--- config.mk ---
export PLATFORM = sky130hd
export DESIGN_NAME = arp_engine
export DESIGN_NICKNAME = d
export VERILOG_FILES = /design/src/rtl/arp_engine_pkg.sv /design/src/rtl/arp_engine.sv
export SDC_FILE = /design/constraint.sdc
export NUM_CORES = 1
export LEC_CHECK = 0
export ABC_AREA = 1
export CELL_PAD_IN_SITES_DETAIL_PLACEMENT = 1
export CELL_PAD_IN_SITES_GLOBAL_PLACEMENT = 1
export CORE_MARGIN = 1.5
export CORE_UTILIZATION = 45
export DETAILED_ROUTE_END_ITERATION = 8
export PLACE_DENSITY = 0.78
export SETUP_SLACK_MARGIN = 0.02
export SLEW_MARGIN = 20
export SYNTH_ARGS = -nofsm -noshare
export SYNTH_HDL_FRONTEND = slang
export SYNTH_SLANG_ARGS = --single-unit
--- constraint.sdc ---
create_clock -name eth_clk -period 37.5 [get_ports eth_clk]
set_input_delay 5.625 -clock eth_clk [delete_from_list [all_inputs] [get_ports eth_clk]]
set_output_delay 5.625 -clock eth_clk [all_outputs]
set_load 0.05 [all_outputs]
--- src/rtl/arp_engine_pkg.sv ---
// Shared types for the ARP engine: the received Ethernet header as seen by the parser.
package arp_engine_pkg;

    typedef struct packed {
        logic [47:0] mac_destination;
        logic [47:0] mac_source;
        logic [15:0] ether_type;
    } st_eth_header;

endpackage

--- src/rtl/arp_engine.sv ---
// ARP responder: parses one ARP body, learns sender bindings into a round-robin cache,
// answers requests for MY_IP with a padded reply frame and serves single-cycle cache lookups.
module arp_engine
    import arp_engine_pkg::*;
#(
    parameter logic [47:0] MY_MAC      = 48'h12_34_56_78_9a_bc,
    parameter logic [31:0] MY_IP       = 32'hc0_a8_00_01,
    parameter int          CACHE_DEPTH = 4,
    parameter int          PAD_BYTES   = 18
) (
    input  logic         eth_clk,
    input  logic         rst_n_in,
    input  logic         active,
    input  st_eth_header eth_header,
    input  logic [7:0]   data_rxd,
    input  logic         data_new,
    output logic         tx_valid,
    output logic [7:0]   tx_data,
    output logic         tx_last,
    input  logic         tx_ready,
    input  logic         lookup_req,
    input  logic [31:0]  lookup_ip,
    output logic         lookup_done,
    output logic         lookup_hit,
    output logic [47:0]  lookup_mac,
    output logic         finished,
    output logic         rx_error
);

    localparam int TX_LEN = 42 + PAD_BYTES;
    localparam int IDX_W  = $clog2(TX_LEN);
    localparam int PTR_W  = $clog2(CACHE_DEPTH);
    localparam logic [IDX_W-1:0] LAST_IDX = IDX_W'(TX_LEN - 1);
    localparam logic [47:0]      BCAST    = 48'hff_ff_ff_ff_ff_ff;

    typedef enum logic [2:0] {IDLE, PARSE, DECIDE, TX, DONE} state_t;

    state_t                 state_q, state_d;
    logic [4:0]             cnt_q, cnt_d;
    logic [IDX_W-1:0]       idx_q, idx_d;
    logic [PTR_W-1:0]       ptr_q, ptr_d;
    logic [CACHE_DEPTH-1:0] valid_q, valid_d;
    logic                   lk_done_q, lk_hit_q;
    logic [47:0]            lk_mac_q;

    // Datapath storage: never read before being written under control of the FSM.
    logic [223:0] hdr_q;
    logic [47:0]  dst_q;
    logic [31:0]  ip_q  [CACHE_DEPTH];
    logic [47:0]  mac_q [CACHE_DEPTH];

    logic [15:0] htype, ptype, oper;
    logic [7:0]  hlen, plen;
    logic [47:0] sha;
    logic [31:0] spa, tpa;
    logic        well_formed, need_reply, do_learn;
    logic        learn_hit, lk_hit;
    logic [PTR_W-1:0] learn_idx, wr_idx;
    logic [47:0] lk_mac;
    logic        unused_bits;

    assign htype = hdr_q[223:208];
    assign ptype = hdr_q[207:192];
    assign hlen  = hdr_q[191:184];
    assign plen  = hdr_q[183:176];
    assign oper  = hdr_q[175:160];
    assign sha   = hdr_q[159:112];
    assign spa   = hdr_q[111:80];
    assign tpa   = hdr_q[31:0];

    assign unused_bits = ^{hdr_q[79:32], eth_header.mac_source, eth_header.ether_type};

    function automatic logic [7:0] reply_byte(input logic [IDX_W-1:0] idx,
                                              input logic [47:0]      peer_mac,
                                              input logic [31:0]      peer_ip);
        logic [335:0] body;
        logic [335:0] shifted;
        body = {peer_mac, MY_MAC, 16'h0806, 16'h0001, 16'h0800, 8'h06, 8'h04, 16'h0002,
                MY_MAC, MY_IP, peer_mac, peer_ip};
        // Indices past the 42-byte body shift everything out, which yields the zero padding.
        shifted = body << {idx, 3'b000};
        return shifted[335:328];
    endfunction

    assign well_formed = (htype == 16'h0001) && (ptype == 16'h0800) && (hlen == 8'd6) &&
                         (plen == 8'd4) && ((oper == 16'd1) || (oper == 16'd2));
    assign need_reply  = well_formed && (oper == 16'd1) && (tpa == MY_IP) &&
                         ((dst_q == BCAST) || (dst_q == MY_MAC));
    assign do_learn    = (state_q == DECIDE) && well_formed && (spa != 32'd0);

    always_comb begin
        learn_hit = 1'b0;
        learn_idx = '0;
        lk_hit    = 1'b0;
        lk_mac    = '0;
        for (int i = 0; i < CACHE_DEPTH; i++) begin
            if (!learn_hit && valid_q[i] && (ip_q[i] == spa)) begin
                learn_hit = 1'b1;
                learn_idx = PTR_W'(i);
            end
            if (!lk_hit && valid_q[i] && (lookup_ip != 32'd0) && (ip_q[i] == lookup_ip)) begin
                lk_hit = 1'b1;
                lk_mac = mac_q[i];
            end
        end
    end

    assign wr_idx = learn_hit ? learn_idx : ptr_q;

    always_comb begin
        state_d = state_q;
        cnt_d   = cnt_q;
        idx_d   = idx_q;
        ptr_d   = ptr_q;
        valid_d = valid_q;
        case (state_q)
            IDLE: begin
                if (active) begin
                    state_d = PARSE;
                    cnt_d   = '0;
                end
            end
            PARSE: begin
                if (!active) begin
                    state_d = IDLE;
                end else if (data_new) begin
                    if (cnt_q == 5'd27) begin
                        state_d = DECIDE;
                    end else begin
                        cnt_d = cnt_q + 5'd1;
                    end
                end
            end
            DECIDE: begin
                if (do_learn && !learn_hit) begin
                    valid_d[ptr_q] = 1'b1;
                    ptr_d          = ptr_q + 1'b1;
                end
                if (need_reply) begin
                    state_d = TX;
                    idx_d   = '0;
                end else begin
                    state_d = DONE;
                end
            end
            TX: begin
                if (tx_ready) begin
                    if (idx_q == LAST_IDX) begin
                        state_d = DONE;
                    end else begin
                        idx_d = idx_q + 1'b1;
                    end
                end
            end
            DONE: begin
                if (!active) begin
                    state_d = IDLE;
                end
            end
            default: state_d = IDLE;
        endcase
    end

    always_ff @(posedge eth_clk or negedge rst_n_in) begin
        if (!rst_n_in) begin
            state_q   <= IDLE;
            cnt_q     <= '0;
            idx_q     <= '0;
            ptr_q     <= '0;
            valid_q   <= '0;
            lk_done_q <= 1'b0;
            lk_hit_q  <= 1'b0;
            lk_mac_q  <= '0;
        end else begin
            state_q   <= state_d;
            cnt_q     <= cnt_d;
            idx_q     <= idx_d;
            ptr_q     <= ptr_d;
            valid_q   <= valid_d;
            lk_done_q <= lookup_req;
            if (lookup_req) begin
                lk_hit_q <= lk_hit;
                lk_mac_q <= lk_mac;
            end
        end
    end

    // Lookups sample the cache before a same-edge learn write lands.
    always_ff @(posedge eth_clk) begin
        if ((state_q == IDLE) && active) begin
            dst_q <= eth_header.mac_destination;
        end
        if ((state_q == PARSE) && active && data_new) begin
            hdr_q <= {hdr_q[215:0], data_rxd};
        end
        if (do_learn) begin
            ip_q[wr_idx]  <= spa;
            mac_q[wr_idx] <= sha;
        end
    end

    assign tx_valid    = (state_q == TX);
    assign tx_last     = tx_valid && (idx_q == LAST_IDX);
    assign tx_data     = tx_valid ? reply_byte(idx_q, sha, spa) : 8'h00;
    assign finished    = (state_q == DONE);
    assign rx_error    = (state_q == DECIDE) && !well_formed;
    assign lookup_done = lk_done_q;
    assign lookup_hit  = lk_hit_q;
    assign lookup_mac  = lk_mac_q;

endmodule
After elaboration in Yosys (flattened, before gate mapping)
Memory sizes are Yosys's and may differ from the RTL's.
Cells that the tools add are included.
{"block": "op_classes", "n_addsub": 3, "order_cmp": 2, "n_eq_ne": 34, "shift": 1, "muxes": 39, "n_bitwise": 1, "reduce_logical": 53}
{"op": "336-bit by 9-bit left shift with 336-bit output", "count": 1}
{"op": "32-bit == test", "count": 8}
{"op": "48-bit two-way mux", "count": 4}
{"op": "32-bit nonzero test", "count": 2}
{"op": "48-bit by 45-bit == test with 1-bit output, second input constant", "count": 1}
{"op": "48-bit == test, second input constant", "count": 1}
{"op": "1-bit logical AND", "count": 34}
{"op": "16-bit by 1-bit == test with 1-bit output, second input constant", "count": 2}
{"op": "32-bit == test, second input constant", "count": 1}
{"op": "3-bit two-way mux", "count": 8}
{"op": "5-bit two-way mux", "count": 4}
{"op": "6-bit two-way mux", "count": 3}
{"op": "16-bit by 12-bit == test with 1-bit output, second input constant", "count": 1}
{"op": "16-bit by 2-bit == test with 1-bit output, second input constant", "count": 1}
{"op": "8-bit by 3-bit == test with 1-bit output, second input constant", "count": 2}
{"op": "3-bit one-hot mux with 5 select lines", "count": 1}
{"op": "2-bit inequality test, second input constant", "count": 7}
{"op": "1-bit two-way mux", "count": 12}
{"op": "6-bit one-hot mux with 2 select lines", "count": 1}
{"op": "5-bit one-hot mux with 2 select lines", "count": 1}
{"op": "1-bit zero test", "count": 8}
{"op": "8-bit two-way mux", "count": 1}
{"op": "6-bit by 1-bit adder with 6-bit output, second input constant", "count": 1}
{"op": "3-bit by 2-bit == test with 1-bit output, second input constant", "count": 2}
{"op": "other kinds (20)", "count": 26}
{"block": "totals", "ff_bits": 342, "mem_bits_rw": 320, "inputBits": 158, "word_cells": 145, "mem_count": 2}
{"name": "mac_q", "depth": 4, "width": 48, "rd": 4, "rd_clocked_by_memory_dff": 0, "wr": 1, "line_no": "arp_engine.sv:50", "rtl": "logic [47:0] mac_q [CACHE_DEPTH];"}
{"name": "ip_q", "depth": 4, "width": 32, "rd": 4, "rd_clocked_by_memory_dff": 0, "wr": 1, "line_no": "arp_engine.sv:49", "rtl": "logic [31:0] ip_q [CACHE_DEPTH];"}

Longest topological paths before layout
Gate-level depths: netlist of the first run.
{"block": "depth", "ltp_word": 19, "depth_mapped": 18, "ltp_nobuf": 17}

Worst setup path before layout of the first run
OpenSTA, ideal clock, no wires.
{"block": "synth_path", "path_kind": "input to register", "from": "input active", "to": "register cnt_q[4]", "setup_time_ns": 0.235, "arrival_time_ns": 22.038, "required_ns": 37.265, "setup_slack_ns": 15.227, "cell_stages": 9, "n_path_buf": 0, "cell_sequence": "inv_1 nor3_1 nand2_1 o21ai_1 nand3_1 inv_1 nand2_1 xor2_1 nor2_1"}
{"block": "synth_between", "elab_chain_cells": 2}
{"element": "from (decl)", "line_no": "arp_engine.sv:13", "rtl": "input logic active,"}
{"element": "2-bit inequality test (no line)"}
{"element": "5-bit AND reduction (no line) *"}
{"element": "to (signal assigned)", "line_no": "arp_engine.sv:176", "rtl": "cnt_q <= cnt_d;"}
{"element": "to (decl)", "line_no": "arp_engine.sv:39", "rtl": "logic [4:0] cnt_q, cnt_d;"}
Mark *: on every way between the ends. The rest lies on a longest branch, timed or not.
A chain may end at the register's enable or synchronous reset.

Final worst setup path of the first run
{"block": "layout_path", "from": "register idx_q[0]", "to": "output tx_data[1]"}
{"block": "layout_between", "elab_chain_cells": 2}
{"element": "from (decl)", "line_no": "arp_engine.sv:40", "rtl": "logic [IDX_W-1:0] idx_q, idx_d;"}
{"element": "from (signal assigned)", "line_no": "arp_engine.sv:177", "rtl": "idx_q <= idx_d;"}
{"element": "336-bit by 9-bit left shift with 336-bit output", "line_no": "arp_engine.sv:81", "rtl": "shifted = body << {idx, 3'b000};"}
{"element": "8-bit two-way mux", "line_no": "arp_engine.sv:204", "rtl": "assign tx_data = tx_valid ? reply_byte(idx_q, sha, spa) : 8'h00;"}
{"element": "to (decl)", "line_no": "arp_engine.sv:18", "rtl": "output logic [7:0] tx_data,"}
Every way passes these cells.

==> results of run 1 <==
[registers in the layout, indices dropped and copies added, names as in the netlist]
name / flops
cnt_q: 5
lookup_mac: 48
state_q: 3
ptr_q: 2
idx_q: 6
valid_q: 4
lookup_done: 1
dst_q: 48
ip_q: 128
mac_q: 192
hdr_q: 224
lookup_hit: 1
[critical path, cell delays in order, from the launching register on]
cell,delay [ps]
dfrtp_1,690
buf_4,350
nand2_1,210
inv_1,450
a22oi_1,180
o22ai_1,250
a21oi_1,70
o21ai_0,190
nand2_1,80
a21oi_1,320
clkdlybuf4s50_1,890
[worst paths after layout]
path / slack, ps / to / start / depth (start not counted)
worst min register to register: 410 / hdr_q[79]$_DFFE_PP_ / hdr_q[71]$_DFFE_PP_ / 0
max in group asynchronous: 31400 / cnt_q[2]$_DFFE_PN0P_ / rst_n_in / 2
worst max-delay path: 27560 / tx_data[1] / idx_q[0]$_DFFE_PN0P_ / 10
worst min-delay path: 410 / hdr_q[79]$_DFFE_PP_ / hdr_q[71]$_DFFE_PP_ / 0
min in group asynchronous: 4840 / lookup_mac[44]$_DFFE_PN0P_ / rst_n_in / 1
worst max register to register: 32310 / mac_q[3][13]$_DFFE_PP_ / hdr_q[93]$_DFFE_PP_ / 13
[kinds of logic after synthesis]
family,Yosys count
simple gates,1411
flops,662
buf+inv,390
compound gates,200
xor+xnor,80
fa+ha+maj,14
mux,2
[routing by layer]
layer | vias to the layer above | share of wire, % | global-route usage [%]
met5 | - | 0 | 0
met4 | 0 | 4.6 | 14.02
met3 | 204 | 5.9 | 3.922
met2 | 891 | 49 | 54.72
met1 | 11360 | 40 | 40.83
li1 | 9870 | - | -
[per-stage QoR]
step / util, % / setup WS, ps / power (W) / hold WS [ps] / instance area, µm²
2_1_floorplan: - / 15230 / 0.001036 / 400.3 / 29360
3_3_place_gp: 49.56 / 27550 / 0.001118 / 400.4 / 31950
3_5_place_dp: 49.64 / 27430 / 0.001130 / 406.6 / 32000
4_1_cts: 53.48 / 27300 / 0.001876 / 413.4 / 34480
5_1_grt: 53.54 / 27390 / 0.001920 / 411.7 / 34510
6_report: 53.54 / 27560 / 0.001870 / 414.3 / 34510
[power breakdown]
part           internal [W]  leakage (nW)  total (W)  switching, W
registers          0.000876          6.33   0.000918     0.0000419
logic             0.0000522          5.80   0.000201      0.000149
clock network      0.000446          1.21   0.000750      0.000304
total               0.00137          13.3    0.00187      0.000495
[cell usage in the layout, fill, tap and decap left out, types with 33 or more instances in the layout]
cell	synthesis	final
nand2_1	798	798
edfxtp_1	592	592
inv_1	289	289
nor2_1	207	201
nand4_1	170	170
clkdlybuf4s50_1	0	153
o21ai_0	119	119
nand3_1	111	111
clkbuf_16	0	73
dfrtp_1	70	70
xnor2_1	48	48
nor4_1	46	46
buf_4	1	44
nor3_1	34	33
[cell type report]
cell class	instances	area share, %
flip-flops and latches	662	56.59
multi-input cells	1707	24.11
repair buffers	202	5.659
clock buffers	89	5.583
inverters	309	3.361
well taps	855	3.100
clock inverters	45	1.606
==> metrics.md, run 1 <==
| Metric | Value |
|---|---|
| H-tree depth | 3 |
| Mapped cell area | 0.02936 mm² |
| Max Transition Viols Final | 0 |
| Pwr/cell area | 54.18 mW/mm² |
| # fillers | 6869 |
| Initial DRT Pass Iterations | 5 |
| Worst Setup Start Kind | flop |
| Clk root buf | clkbuf_16 |
| Maximum vdd ir drop | 0.03144 mV |
| Most frequent cell after synthesis | nand2_1 |
| DR WL/cell | 27.59 µm |
| CTS tree | built |
| Routed Wire Length | 106700 µm |
| Worst-Margin Slew | 1142 ps |
| Top Ports | 220 |
| Max-Cap Viols | 0 |
| Post-DRT Antenna Nets | 0 |
| Max Clock Freq | 100.6 MHz |
| Layout cell share with drive strength beyond 1 | 7.167% |
| Setup TNS | 0 ps |
| Area Growth Syn to Fin | 17.53% |
| Synth area leader | edfxtp_1 |
| # rows | 93 |
| DR vias | 22320 |
| Die Wd | 258.5 µm |
| RSZ-0062 raised after global routing | no |
| HP Class | flop to flop |
| Final hold violation count | 0 |
| Remaining global-route overflow | 0 |
| Asr flop ratio synth | 10.57% |
| Inserted Clock Buffers | 73 |
| Synth Instances | 2759 |
| Slew margin rel. | 23.19% |
| Adder-Cell Fraction of Synth Area | 0.5965% |
| Share of the synthesized area in the top cell type | 60.54% |
| Worst Setup End Kind | primary output |
| Worst Setup Path Type | flop to primary output |
| Die Y | 258.5 µm |
| GPL Wtd Cong | 1.024 |
| FF+latch count, synth | 662 |
| DRC errors left | 0 |
| First-pass GRT wire length | 154200 µm |
| Area contributors post-synth | edfxtp_1, nand2_1, dfrtp_1, inv_1, nand4_1 |
| Crit path required time | 31870 ps |
| Starting density of the core | 45.55% |
| Area fraction in compound gates after synthesis | 3.941% |
| Syn_area_per_cell | 10.64 µm² |
| Clock Latency Late Sink | 620 ps |
| Inst Count DP | 3734 |
| Largest net degree at the start of global routing | 95 |
| XOR/XNOR share of the synthesized area | 2.386% |
| Post-synth EDFFs | 592 |
| Post-cts sizing count | 0 |
| Ant. Diodes | 0 |
| Top cells by count, synth | nand2_1, edfxtp_1, inv_1 |
| Outcome | finished, final reports clean |
| IO buf count | 155 |
| Tcrit/Tclk final | 26.50% |
| Routed vias/inst | 5.769 |
| CP Data Arrival Time | 4310 ps |
| Net Count, Synth | 2931 |
| Main combinational cell family by area after synthesis | simple AND/OR/NAND/NOR gates |
| Register area share after synthesis | 66.50% |
| Final setup viols | 0 |
| Vias in the first global route | 23050 |
| Mux cell area share after synthesis | 0.06818% |
| Synth warn | 0 |
| Minimum clock period after layout | 9937 ps |
| Clock Sink Count | 662 |
| Synth cell types | 50 |
| Crit path max fanout | 19 |
| Final HPWL DP | 74610 µm |
| Postcts setup bufs | 0 |
| Core area | 0.06446 mm² |
| Main synth FF type | edfxtp_1 |
| Area of the multi-input gates | 0.008319 mm² |
| P_leak | 13.34 nW |
| Clock tree buffer depth | 3 |
| Simple-gate share of the synthesized area | 21.17% |
| Finished Layout Cells | 3869 |
| Final Skew | 28.47 ps |
| DIE AREA | 0.06680 mm² |
| Total track usage | 31.94% |
| Hold-fix buffers at CTS | 0 |
| Clock transition at the registers of the reported paths | 60 ps |
| Number of DRC markers in iteration 0 | 2087 |
| Final net count | 3127 |
| Reg area | 0.01953 mm² |
| Initial antenna violation count | 1 |
Note: power is estimated with default switching activity, not from simulation.
==> inputs of run 2 (changes only) <==
clock period = 9.3 ns   (was 37.5 ns; I/O delays follow)
==> run 2 against run 1 <==
Clock skew shrank 1.2 ps. Non-clock buffer count shrank 5. Count of clock-buffer cells in the layout grew 15. Setup slack lost 24000 ps. Combinational power grew to 4.0 times the previous value. Sequential power grew to 4.1 times the previous value. Clock power grew to 4.0 times the previous value. Final area shrank 0.14%. Critical path depth shrank 1. Worst hold slack lost 6.1 ps. Wire length grew 0.45%. Critical endpoint unchanged. Largest power group unchanged.
==> metrics.md, run 2 (synthesized netlist as in run 1, its figures left out) <==
| Metric | Value |
|---|---|
| RSZ-0062 raised after global routing | no |
| GPL Wtd Cong | 1.014 |
| Max FFs per register | 224 |
| Tcrit/Tclk final | 64.25% |
| Finished Layout Cells | 3862 |
| Psw | 0.001982 W |
| Reg2Reg Depth | 13 |
| Pwr/cell area | 217.4 mW/mm² |
| Switching part of the total | 26.45% |
| Top Ports | 220 |
| Final hold violation count | 0 |
| Final net count | 3122 |
| P_leak | 13.30 nW |
| DR WL/cell | 27.76 µm |
| CP peak stage delay | 890 ps |
| Routed Wire Length | 107200 µm |
| R2R Setup Slk | 4060 ps |
| Commonest non-fill, non-tap cell in the layout | nand2_1 |
| Maximum vdd ir drop | 0.1606 mV |
| CTS tree | built |
| H-tree depth | 3 |
| Clk root buf | clkbuf_16 |
| Post-DRT Antenna Nets | 0 |
| Critical-path cell list | inv_1 -> nor2_1 -> inv_1 -> o221ai_1 -> a21oi_1 -> o21ai_0 -> nand2_1 -> a21oi_1 -> clkdlybuf4s50_1 |
| Final Util | 53.46% |
| Most frequent cells in the layout | nand2_1, edfxtp_1, inv_1, nor2_1, nand4_1 |
| CP Data Arrival Time | 4580 ps |
| Setup TNS | 0 ps |
| Routed vias/inst | 5.734 |
| Hold depth | 0 |
| Final worst setup slack | 3325 ps |
| DIE AREA | 0.06680 mm² |
| Slew margin rel. | 23.01% |
| Clock transition at the registers of the reported paths | 60 ps |
| Top reg by flops | hdr_q |
| Initial antenna violation count | 3 |
| Worst-Margin Slew | 1155 ps |
| HP Class | flop to flop |
| DRC errors left | 0 |
| Clock Latency Late Sink | 620 ps |
| Crit path required time | 7910 ps |
| Core area | 0.06446 mm² |
| Initial DRT Pass Iterations | 6 |
| IO buf count | 155 |
| Largest regs | hdr_q x224, mac_q x192, ip_q x128 |
| Comb pwr share | 10.7% |
| Critical register-to-register path startpoint | hdr_q[91]$_DFFE_PP_ |
| Max-Cap Viols | 0 |
| Layout cell share with drive strength beyond 1 | 6.656% |
| Post-cts sizing count | 0 |
| Worst Setup Path Type | flop to primary output |
| Clock tree buffer depth | 3 |
| # fillers | 6944 |
| Total track usage | 32.31% |
| Worst Setup Start Kind | flop |
| # rows | 93 |
| Min-Delay Startpoint | hdr_q[68]$_DFFE_PP_ |
| Minimum clock period after layout | 5975 ps |
| Starting density of the core | 45.55% |
| Hold-fix buffers at CTS | 0 |
| Inserted Clock Buffers | 73 |
| Final HPWL DP | 73580 µm |
| Outcome | finished, final reports clean |
| Worst hold endpoint | hdr_q[76]$_DFFE_PP_ |
| Worst Setup End Kind | primary output |
| P_int | 0.005510 W |
| Max Clock Freq | 167.4 MHz |
| Largest net degree at the start of global routing | 167 |
| Crit path max fanout | 14 |
| DR vias | 22140 |
| Area Growth Syn to Fin | 17.37% |
| Share of power burned in registers | 49.6% |
| Slowest CP cell | nor2_1 |
| Final setup viols | 0 |
| Inst Count DP | 3729 |
| Die Wd | 258.5 µm |
| Final Skew | 27.28 ps |
| Number of DRC markers in iteration 0 | 1879 |
| Vias in the first global route | 22960 |
| Die Y | 258.5 µm |
| Remaining global-route overflow | 0 |
| Max Transition Viols Final | 0 |
| First-pass GRT wire length | 155600 µm |
| Placement Setup Slack | 3949 ps |
| RR Endpoint | mac_q[3][4]$_DFFE_PP_ |
| Postcts setup bufs | 0 |
| Clock Sink Count | 662 |
| Clock network power share | 39.7% |
==> run 2: worst max path at each step <==
stage / cells after the start / endpoint / startpoint
final: 9 / tx_data[1] / idx_q[1]$_DFFE_PN0P_
after global placement: 13 / mac_q[2][43]$_DFFE_PP_ / hdr_q[91]$_DFFE_PP_
after detailed placement: 13 / lookup_mac[27]$_DFFE_PN0P_ / lookup_ip[24]
after CTS: 9 / tx_data[1] / idx_q[1]$_DFFE_PN0P_
after global routing: 9 / tx_data[1] / idx_q[1]$_DFFE_PN0P_
after floorplan: 9 / cnt_q[4]$_DFFE_PN0P_ / active
==> run 2: layer usage <==
metal | track usage [%] | part of all wire [%] | vias to the layer above
met5 | 0 | 0 | -
met4 | 13.76 | 4.5 | 0
met3 | 4.734 | 7.1 | 195
met2 | 53.57 | 48 | 958
met1 | 42.54 | 40 | 11150
li1 | - | - | 9838
==> run 2: metrics by stage <==
| step | instance area, µm² | hold slack (ps) | power [W] |
|---|---|---|---|
| 2_1_floorplan | 29380 | 400.3 | 0.004130 |
| 5_1_grt | 34460 | 415.3 | 0.007706 |
| 3_5_place_dp | 31980 | 405.6 | 0.004555 |
| 3_3_place_gp | 31940 | 400.5 | 0.004506 |
| 6_report | 34460 | 408.2 | 0.007492 |
| 4_1_cts | 34430 | 412.4 | 0.007523 |
==> run 2: layout make-up <==
type                            count  area, µm²  area share (%)
Clock buffer                      104       2044           5.932
Timing Repair Buffer              197       1929           5.598
Inverter                          309       1160           3.365
Clock inverter                     26      404.1           1.173
Tap cell                          855       1070           3.104
Antenna cell                        2      5.005         0.01452
Multi-Input combinational cell   1707       8323           24.15
Sequential cell                   662      19530           56.66
==> run 2: power groups by stage <==
stage	Combinational (W)	Clock [W]	Sequential, W
2_1_floorplan	0.000416	0	0.00371
3_3_place_gp	0.000759	0	0.00375
3_5_place_dp	0.000781	0	0.00377
4_1_cts	0.000789	0.00302	0.00372
5_1_grt	0.000850	0.00312	0.00374
6_report	0.000799	0.00298	0.00372
==> run 2: worst max-delay path: cells and delay by family (launching register included) <==
family	cells	cell delay, ps
buffers and inverters	3	1380
AND/OR/NAND/NOR	2	970
AO/OA/AOI/OAI	4	940
flip-flops	1	660
==> RTL edit: new RTL, settings of run 2 <==
Put a register stage on the output `rx_error`, with the module's reset. The value now appears one clock later. The other outputs are not delayed to match.
--- a/src/rtl/arp_engine.sv
+++ b/src/rtl/arp_engine.sv
@@ -205,3 +205,9 @@
     assign finished    = (state_q == DONE);
-    assign rx_error    = (state_q == DECIDE) && !well_formed;
+    always_ff @(posedge eth_clk or negedge rst_n_in) begin
+        if (!rst_n_in) begin
+            rx_error <= '0;
+        end else begin
+            rx_error <= (state_q == DECIDE) && !well_formed;
+        end
+    end
     assign lookup_done = lk_done_q;
Function: no difference found for any inputs over 10 cycles, from zero or initial values and one cycle with rst_n_in low; that may be too few to reach the edited logic, so the function may still have changed.
==> RTL edit against run 2 <==
- global-route usage is 1.3 points lower
- cell area is 0.64% lower
- total power is 0.47% lower
- routed wire length down 3.8%
- critical path type unchanged
- worst setup slack improved by 0.44 ns
- sequential cell count rose by 1
- sequential share of layout area rose by 0.44 points
- area after synthesis shrank 0.19%
- critical path depth up 1
==> RTL edit: results (changes against run 2) <==
vias in the first global route -> 23000 (about the same)
Max rail drop VDD -> 0.160 mV (was 0.161 mV)
crit path DAT -> 4.14 ns (was 4.58 ns)
synth warn -> 0 (unchanged)
Clock Skew -> 0.0255 ns (was 0.0273 ns)
# placed instances -> 3737 (was 3729)
Clock transition at path regs -> 0.06 ns (about the same)
worst slew margin relative to its limit -> 0.258 (was 0.230)
CTS Buffer Depth -> 3 (unchanged)
Clk Latency, worst-skew pair -> 0.63 ns
Vias -> 22200 (was 22100)
# nets final -> 3128 (was 3122)
port bufs -> 155 (unchanged)
first-pass GRT wire length -> 151 mm (was 156 mm)
ys async rst share -> 0.107 (was 0.106)
post-DP HPWL -> 71.5 mm (was 73.6 mm)
Crit Path Max Fanout -> 16 (was 14)
initial antenna violation count -> 2 (was 3)
Post-Place Setup Slack -> 3.79 ns (was 3.95 ns)
Post-CTS Resized -> 0 (unchanged)
total iterations of the first detailed-routing run -> 6 (unchanged)
CTS buffer count -> 72 (was 73)
sequential area share after synthesis -> 0.667 (was 0.665)
syn_nets -> 2951 (was 2931)
ranking of synthesized cells by area -> edfxtp_1, nand2_1, dfrtp_1, nor2_1, inv_1 (was edfxtp_1, nand2_1, dfrtp_1, inv_1, nand4_1)
Final Wtd Congestion -> 1.02 (was 1.01)
Fillers -> 6996 (was 6944)
CP peak stage delay -> 0.89 ns (about the same)
Sw Ratio -> 0.268 (was 0.265)
ratio of cells with drive above 1 in the final layout -> 0.0651 (was 0.0666)
Syn Area/Cell -> 10.5 um^2 (was 10.6 um^2)
clock root cell -> clkbuf_16 (unchanged)
drt initial violations -> 2106 (was 1879)
# Post-CTS Setup Buffers -> 0 (unchanged)
largest net degree at the start of global routing -> 165 (was 167)
status -> finished, final reports clean (unchanged)
wire per inst -> 26.7 um (was 27.8 um)
number of synthesized flops with an enable pin -> 592 (unchanged)
main flop type after synthesis -> edfxtp_1 (unchanged)
Synth cell types -> 52 (was 50)
Top Registers -> hdr_q x224, mac_q x192, ip_q x128 (unchanged)
Total GRT Usage -> 0.310 (was 0.323)
leading cell types by count after synthesis -> nand2_1, edfxtp_1, nor2_1, inv_1, nand3_1 (was nand2_1, edfxtp_1, inv_1, nor2_1, nand4_1)
LEAKAGE -> 13.2 nW (was 13.3 nW)
Hold/Removal Path Class -> reg -> reg (unchanged)
Crit path max-delay family -> buffers and inverters (unchanged)
Worst path slowest cell -> clkdlybuf4s50_1 (was nor2_1)
vias per inst -> 5.73 (about the same)
htree depth -> 3 (unchanged)
RTL edit: cell types whose count changed in the layout (fill, tap and decap cells not counted), moves of 7 or more:
cell / run 2 / this run
o22ai_1: 9 / 16
nor2_1: 202 / 277
nand4_1: 170 / 79
clkbuf_1: 22 / 13
o21ai_1: 2 / 47
nand3_1: 111 / 171
inv_1: 289 / 234
nor4_1: 46 / 37
nand2_1: 798 / 786
RTL edit: final timing paths:
kind | to | cells past startpoint | slack [ns] | startpoint
max in group asynchronous | cnt_q[2] | 2 | 7.51 | rst_n_in
min in group asynchronous | lookup_mac[35] | 1 | 0.72 | rst_n_in
setup reg to reg | mac_q[1][7] | 13 | 4.19 | hdr_q[83]
hold / removal | hdr_q[84] | 0 | 0.42 | hdr_q[76]
hold reg to reg | hdr_q[84] | 0 | 0.42 | hdr_q[76]
setup / recovery | tx_data[4] | 10 | 3.76 | idx_q[1]
RTL edit: cell type report:
cell class	instances	area, um^2	share of cell area
diodes	2	5.00	0.000146
clock buffers	94	1970	0.0577
clock inverters	37	439	0.0128
inverters	255	958	0.0280
multi-input cells	1771	8380	0.245
flip-flops and latches	663	19600	0.571
well taps	855	1070	0.0312
repair buffers	193	1870	0.0545
RTL edit: metal layers:
layer | track usage | routed length [um] | share of wire | vias to the layer above
li1 | - | - | - | 9833
met1 | 0.396 | 40500 | 0.39 | 11200
met2 | 0.514 | 49800 | 0.48 | 947
met3 | 0.0495 | 7310 | 0.071 | 241
met4 | 0.158 | 5510 | 0.053 | 4
met5 | 0 | 23 | 0.00022 | -
RTL edit: logic make-up after synthesis:
kind of cell | Yosys count | share of synthesized area
buffers and inverters | 345 | 0.0485
adder cells (fa/ha/maj) | 14 | 0.00598
AO/OA/AOI/OAI | 236 | 0.0446
XOR/XNOR | 79 | 0.0236
AND/OR/NAND/NOR | 1442 | 0.210
flip-flops | 663 | 0.667
RTL edit: worst reg2reg max path: cells and delay by family (launching register included):
kind                   cells  cell delay [ns]
buffers and inverters      4             1.53
flip-flops                 1             0.93
AND/OR/NAND/NOR            8             1.89
AO/OA/AOI/OAI              1             0.33
RTL edit: power groups by stage:
stage | combinational, W | sequential [W] | clock (W)
2_1_floorplan | 0.000423 | 0.00373 | 0
3_3_place_gp | 0.000757 | 0.00375 | 0
3_5_place_dp | 0.000788 | 0.00378 | 0
4_1_cts | 0.000792 | 0.00372 | 0.00298
5_1_grt | 0.000854 | 0.00374 | 0.00307
6_report | 0.000803 | 0.00372 | 0.00294
RTL edit: stage by stage:
step,total power (W),hold slack [ns],utilization,area (um^2)
after floorplan,0.00415,0.400,-,29300
after global placement,0.00451,0.400,0.493,31800
after detailed placement,0.00456,0.405,0.494,31800
after CTS,0.00749,0.421,0.531,34200
after global routing,0.00766,0.426,0.531,34200
final,0.00746,0.420,0.531,34200
